===== config.mk =====
export PLATFORM = sky130hd
export DESIGN_NAME = serial_capture_ctrl
export DESIGN_NICKNAME = d
export VERILOG_FILES = /design/src/rtl/serial_ctrl_pkg.sv /design/src/rtl/tick_prescaler.sv /design/src/rtl/serial_capture_ctrl.sv
export SDC_FILE = /design/constraint.sdc
export NUM_CORES = 1
export LEC_CHECK = 0
export BUFFER_PORTS_ARGS = -buffer_cell sky130_fd_sc_hd__buf_4
export CORE_ASPECT_RATIO = 2
export CORE_MARGIN = 8
export CORE_UTILIZATION = 58
export DETAILED_ROUTE_END_ITERATION = 7
export PLACE_DENSITY_LB_ADDON = 0.08
export SYNTH_ARGS = -nofsm -noshare
export SYNTH_HDL_FRONTEND = slang
export SYNTH_SLANG_ARGS = --single-unit
export TNS_END_PERCENT = 20

===== constraint.sdc =====
create_clock -name clk -period 2.35 [get_ports clk]
set_input_delay 0.3525 -clock clk [delete_from_list [all_inputs] [get_ports clk]]
set_output_delay 0.3525 -clock clk [all_outputs]
set_load 0.05 [all_outputs]

===== src/rtl/serial_ctrl_pkg.sv =====
// Shared types and width helpers for the serial capture controller.
package serial_ctrl_pkg;

    typedef enum logic {IDLE, SHIFT} cap_state_t;

    localparam int unsigned WIDTH_DEFAULT = 8;
    localparam int unsigned DIV_DEFAULT   = 2097152;

    // Counter width able to hold 0..n-1, never narrower than one bit.
    function automatic int unsigned cnt_width(input int unsigned n);
        return (n <= 1) ? 1 : $clog2(n);
    endfunction

endpackage


===== src/rtl/tick_prescaler.sv =====
// Free-running clock-enable divider: one-cycle tick every DIV enabled cycles.
module tick_prescaler
    import serial_ctrl_pkg::*;
#(
    parameter int unsigned DIV = DIV_DEFAULT
) (
    input  logic clk,
    input  logic rst_n,
    input  logic en,
    input  logic clr,
    output logic tick
);

    localparam int unsigned    PW   = cnt_width(DIV);
    localparam logic [PW-1:0]  LAST = PW'(DIV - 1);

    logic [PW-1:0] presc_q;
    logic [PW-1:0] presc_d;

    always_comb begin
        presc_d = presc_q;
        if (clr) begin
            presc_d = '0;
        end else if (en) begin
            presc_d = (presc_q == LAST) ? '0 : presc_q + PW'(1);
        end
    end

    always_ff @(posedge clk or negedge rst_n) begin
        if (!rst_n) begin
            presc_q <= '0;
        end else begin
            presc_q <= presc_d;
        end
    end

    assign tick = en && (presc_q == LAST);

endmodule


===== src/rtl/serial_capture_ctrl.sv =====
// Serial-to-parallel capture sequencer: ticked shift register, frame counter,
// single-word valid/ready output buffer and sticky overrun flag.
module serial_capture_ctrl
    import serial_ctrl_pkg::*;
#(
    parameter int unsigned WIDTH = WIDTH_DEFAULT,
    parameter int unsigned DIV   = DIV_DEFAULT
) (
    input  logic             clk,
    input  logic             rst_n,
    input  logic             serial_in,
    input  logic             start_i,
    input  logic             cont_i,
    input  logic             abort_i,
    input  logic             ready_i,
    input  logic             clr_i,
    output logic [WIDTH-1:0] word_o,
    output logic             valid_o,
    output logic             busy_o,
    output logic             tick_o,
    output logic             overrun_o
);

    localparam int unsigned   BW       = cnt_width(WIDTH);
    localparam logic [BW-1:0] BIT_LAST = BW'(WIDTH - 1);

    cap_state_t       state_q, state_d;
    logic [BW-1:0]    bitcnt_q, bitcnt_d;
    logic [WIDTH-1:0] sreg_q, sreg_d;
    logic [WIDTH-1:0] word_q, word_d;
    logic             valid_q, valid_d;
    logic             ovr_q, ovr_d;

    logic             busy;
    logic             arm;
    logic             tick;
    logic             done;
    logic             ovr_set;
    logic [WIDTH-1:0] shifted;

    assign busy    = (state_q == SHIFT);
    assign arm     = (state_q == IDLE) && start_i;
    assign shifted = {sreg_q[WIDTH-2:0], serial_in};

    tick_prescaler #(
        .DIV (DIV)
    ) u_presc (
        .clk   (clk),
        .rst_n (rst_n),
        .en    (busy),
        .clr   (arm),
        .tick  (tick)
    );

    always_comb begin
        state_d  = state_q;
        bitcnt_d = bitcnt_q;
        sreg_d   = sreg_q;
        word_d   = word_q;
        valid_d  = valid_q;
        ovr_d    = ovr_q;
        done     = 1'b0;
        ovr_set  = 1'b0;

        if (arm) begin
            state_d  = SHIFT;
            bitcnt_d = '0;
        end else if (busy) begin
            // Abort beats a coinciding completion: the frame is simply dropped.
            if (abort_i) begin
                state_d = IDLE;
            end else if (tick) begin
                sreg_d = shifted;
                if (bitcnt_q == BIT_LAST) begin
                    bitcnt_d = '0;
                    done     = 1'b1;
                    if (!cont_i) begin
                        state_d = IDLE;
                    end
                end else begin
                    bitcnt_d = bitcnt_q + BW'(1);
                end
            end
        end

        if (done) begin
            if (!valid_q || ready_i) begin
                word_d  = shifted;
                valid_d = 1'b1;
            end else begin
                ovr_set = 1'b1;
            end
        end else if (valid_q && ready_i) begin
            valid_d = 1'b0;
        end

        if (ovr_set) begin
            ovr_d = 1'b1;
        end else if (clr_i) begin
            ovr_d = 1'b0;
        end
    end

    always_ff @(posedge clk or negedge rst_n) begin
        if (!rst_n) begin
            state_q  <= IDLE;
            bitcnt_q <= '0;
            sreg_q   <= '0;
            word_q   <= '0;
            valid_q  <= 1'b0;
            ovr_q    <= 1'b0;
        end else begin
            state_q  <= state_d;
            bitcnt_q <= bitcnt_d;
            sreg_q   <= sreg_d;
            word_q   <= word_d;
            valid_q  <= valid_d;
            ovr_q    <= ovr_d;
        end
    end

    assign word_o    = word_q;
    assign valid_o   = valid_q;
    assign busy_o    = busy;
    assign tick_o    = tick;
    assign overrun_o = ovr_q;

endmodule

==> results.cfg <==
[floorplan]
coreArea_sq_um = 3378
die_x_microns = 57.71
pin_count = 20
die_h_microns = 99.42
floorplan.initialDensity_pct = 59.74
die_area_sq_um = 5738
rows = 30

[logic_synthesis]
synth_area_per_cell_sq_um = 10.68
synth_top_area_share_pct = 52.08
synth_cells = 189
synthTopCellsByArea = dfrtp_1, mux2_2, nand3_1
syn_area_sq_um = 2018
yosys_warnings = 0
yosysSeqAreaShare_pct = 52.08
synth_cell_types = 38
yosysTopAreaCell = dfrtp_1
syn_nets = 200
synth-seq-cells = 42

[global_route]
grt_use_total_pct = 16.74
grt_pass1_vias = 1719
grt_max_degree = 43
grt_pass1_wl_mm = 7.624
antenna_found_initial = 0
grt_overflow = 0

[routing]
first_iter_violations = 67
drc = 0
ant_nets = 0
viasPerCell = 6.510
wirelength_mm = 4.478
vias = 1608
first_pass_iters = 5
wire_per_inst_microns = 18.13

[critical_path]
cp-end-kind = output port
r2r_cells = 6
r2r-start = u_presc.presc_q[0]$_DFFE_PN0P_
rrSetupSlack_ns = 0.32
arrival_ns = 1.86
required_ns = 2.00
crit_path_top_delay_cell = dfrtp_1
worst_path_largest_cell_delay_ns = 0.41
crit_type = reg -> out
worstPathCellList = ha_1 -> nand2_1 -> nor4_4 -> nand3_1 -> nor2_1 -> buf_4
reg2reg_to = word_o[3]$_DFFE_PN0P_
critPathMaxFanout = 6
worst_setup_path_start_kind = flip-flop

[clocking]
tritoncts = yes
clk_pin_slew_ns = 0.08
insertion_delay_ns = 0.29
htree_levels = 2
cts_inserted_buffers = 5
clock_sinks = 42
cts_root_buf = clkbuf_8
cts_buffer_depth = 2
ctsResizeCount = 0

[sta]
max_freq_mhz = 451.5
rsz0062_at_grt = false
max_slew_margin_pct = 58.35
worst_pin_slew_ns = 0.6161
setup_violations = 0
drv_slew = 0
finalSetupTns_ns = 0
clock-skew-final_ns = 0.006517
fin_crit_sh_pct = 94.25
final.min_clock_period_ns = 2.215
hold_viol = 0

[hold_path]
hold_class = in -> async

[flow_run]
drv_cap = 0

[layout]
layout_commonest_cell = dfrtp_1
layout.nets = 225
mostFrequentLayoutCells = dfrtp_1, buf_4, nand3_1, mux2_2, nand2_1
syn_to_final_growth_pct = 14.76
num_antenna_cells = 0
drive_gt1_share_pct = 25.12
instances_no_fill = 247
fillers = 270

[pwr]
leakage_nw = 1.095
ir_drop_uv = 602.9
power.density_nw_per_um2 = 660.6

[place]
place_inst = 239
numPortBuffers = 19
dp_hpwl_mm = 3.328
routabilityCongestion = 0.9031

[outcome]
status = completed
## power breakdown
part           internal [mW]  switching (mW)  leakage, nW
registers              0.777          0.0758        0.578
logic                 0.0882           0.133        0.473
clock network          0.209           0.247       0.0441
total                   1.07           0.457         1.09
## flip-flops by register name, summed over array words and instances, names as in the netlist
| name | flops |
|---|---|
| u_presc.presc_q | 21 |
| overrun_o | 1 |
| sreg_q | 7 |
| bitcnt_q | 3 |
| valid_o | 1 |
| busy_o | 1 |
| word_o | 8 |
## cells in the mapped netlist
cell       n
a21o_1     1
a21oi_1   11
a221o_1    1
a22o_1     2
a311o_1    1
a31oi_1   11
a31oi_2    1
a41oi_1    4
and3_1     2
buf_1      1
buf_2      2
buf_4      1
clkbuf_1   3
clkinv_1   1
dfrtp_1   42
ha_1       3
inv_1      6
mux2_2    15
mux2i_1    3
nand2_1   13
nand2b_1   3
nand3_1   15
nand3_2    1
nand4_1   10
nand4_4    1
nor2_1    10
nor2_2     1
nor3_1     1
nor4_4     1
nor4b_1    1
o211a_1    1
o21ai_0   12
o22ai_1    1
o31a_1     1
o31ai_1    2
or2_2      1
or3_1      2
xor2_1     1
## final cells by class
cell class	count	area (sq um)	area share, %
flip-flops and latches	42	1051	45.38
clock buffers	5	68.82	2.971
multi-input cells	133	908.4	39.22
clock inverters	3	21.27	0.9184
inverters	7	26.28	1.135
well taps	32	40.04	1.729
repair buffers	25	200.2	8.644
## logic make-up (layout without fill, tap and decap cells)
family          count (synthesis)  in the layout  synth area share [%]
flops                          42             42                 52.08
xor+xnor                        1              1                0.4341
fa+ha+maj                       3              3                 1.860
mux                            18             18                 9.857
simple gates                   62             62                 17.17
buf+inv                        14             40                 2.914
compound gates                 49             49                 15.69
## through the flow
stage	hold slack [ns]	instance area, sq um	power, mW	utilization, %	setup slack [ns]
floorplan	0.05691	2018	0.9921	-	0.1125
global placement	0.3565	2226	1.060	65.89	0.2956
detailed placement	0.3647	2226	1.080	65.89	0.1892
CTS	0.04995	2316	1.535	68.56	0.1332
global route	0.08117	2316	1.596	68.56	0.009968
finish	0.04132	2316	1.530	68.56	0.1352
## critical path, delay by kind of cell, from the launching register on
kind | cells | cell delay [ns]
DFF | 1 | 0.41
and+or+nand+nor | 4 | 0.73
buffers and inverters | 1 | 0.20
adders and majority gates | 1 | 0.23
## worst max path at each step
stage                     slack, ns                    end                           start
after floorplan                0.11                 tick_o  u_presc.presc_q[0]$_DFFE_PN0P_
after global placement         0.30  word_o[0]$_DFFE_PN0P_  u_presc.presc_q[0]$_DFFE_PN0P_
after detailed placement       0.19  word_o[7]$_DFFE_PN0P_  u_presc.presc_q[0]$_DFFE_PN0P_
after CTS                      0.13                 tick_o  u_presc.presc_q[0]$_DFFE_PN0P_
after global routing           0.01                 tick_o  u_presc.presc_q[0]$_DFFE_PN0P_
final                          0.14                 tick_o  u_presc.presc_q[0]$_DFFE_PN0P_
## metal layers
layer	global-route usage (%)	share of wire [%]
met1	17.35	35
met2	29.98	56
met3	3.881	5.5
met4	8.555	2.9
met5	0	0
## repair_timing
item,CTS,global route
hold buffers,0,0
setup buffers,0,0
setup endpoints to repair,1,0
(Power assumes the default switching activity.)
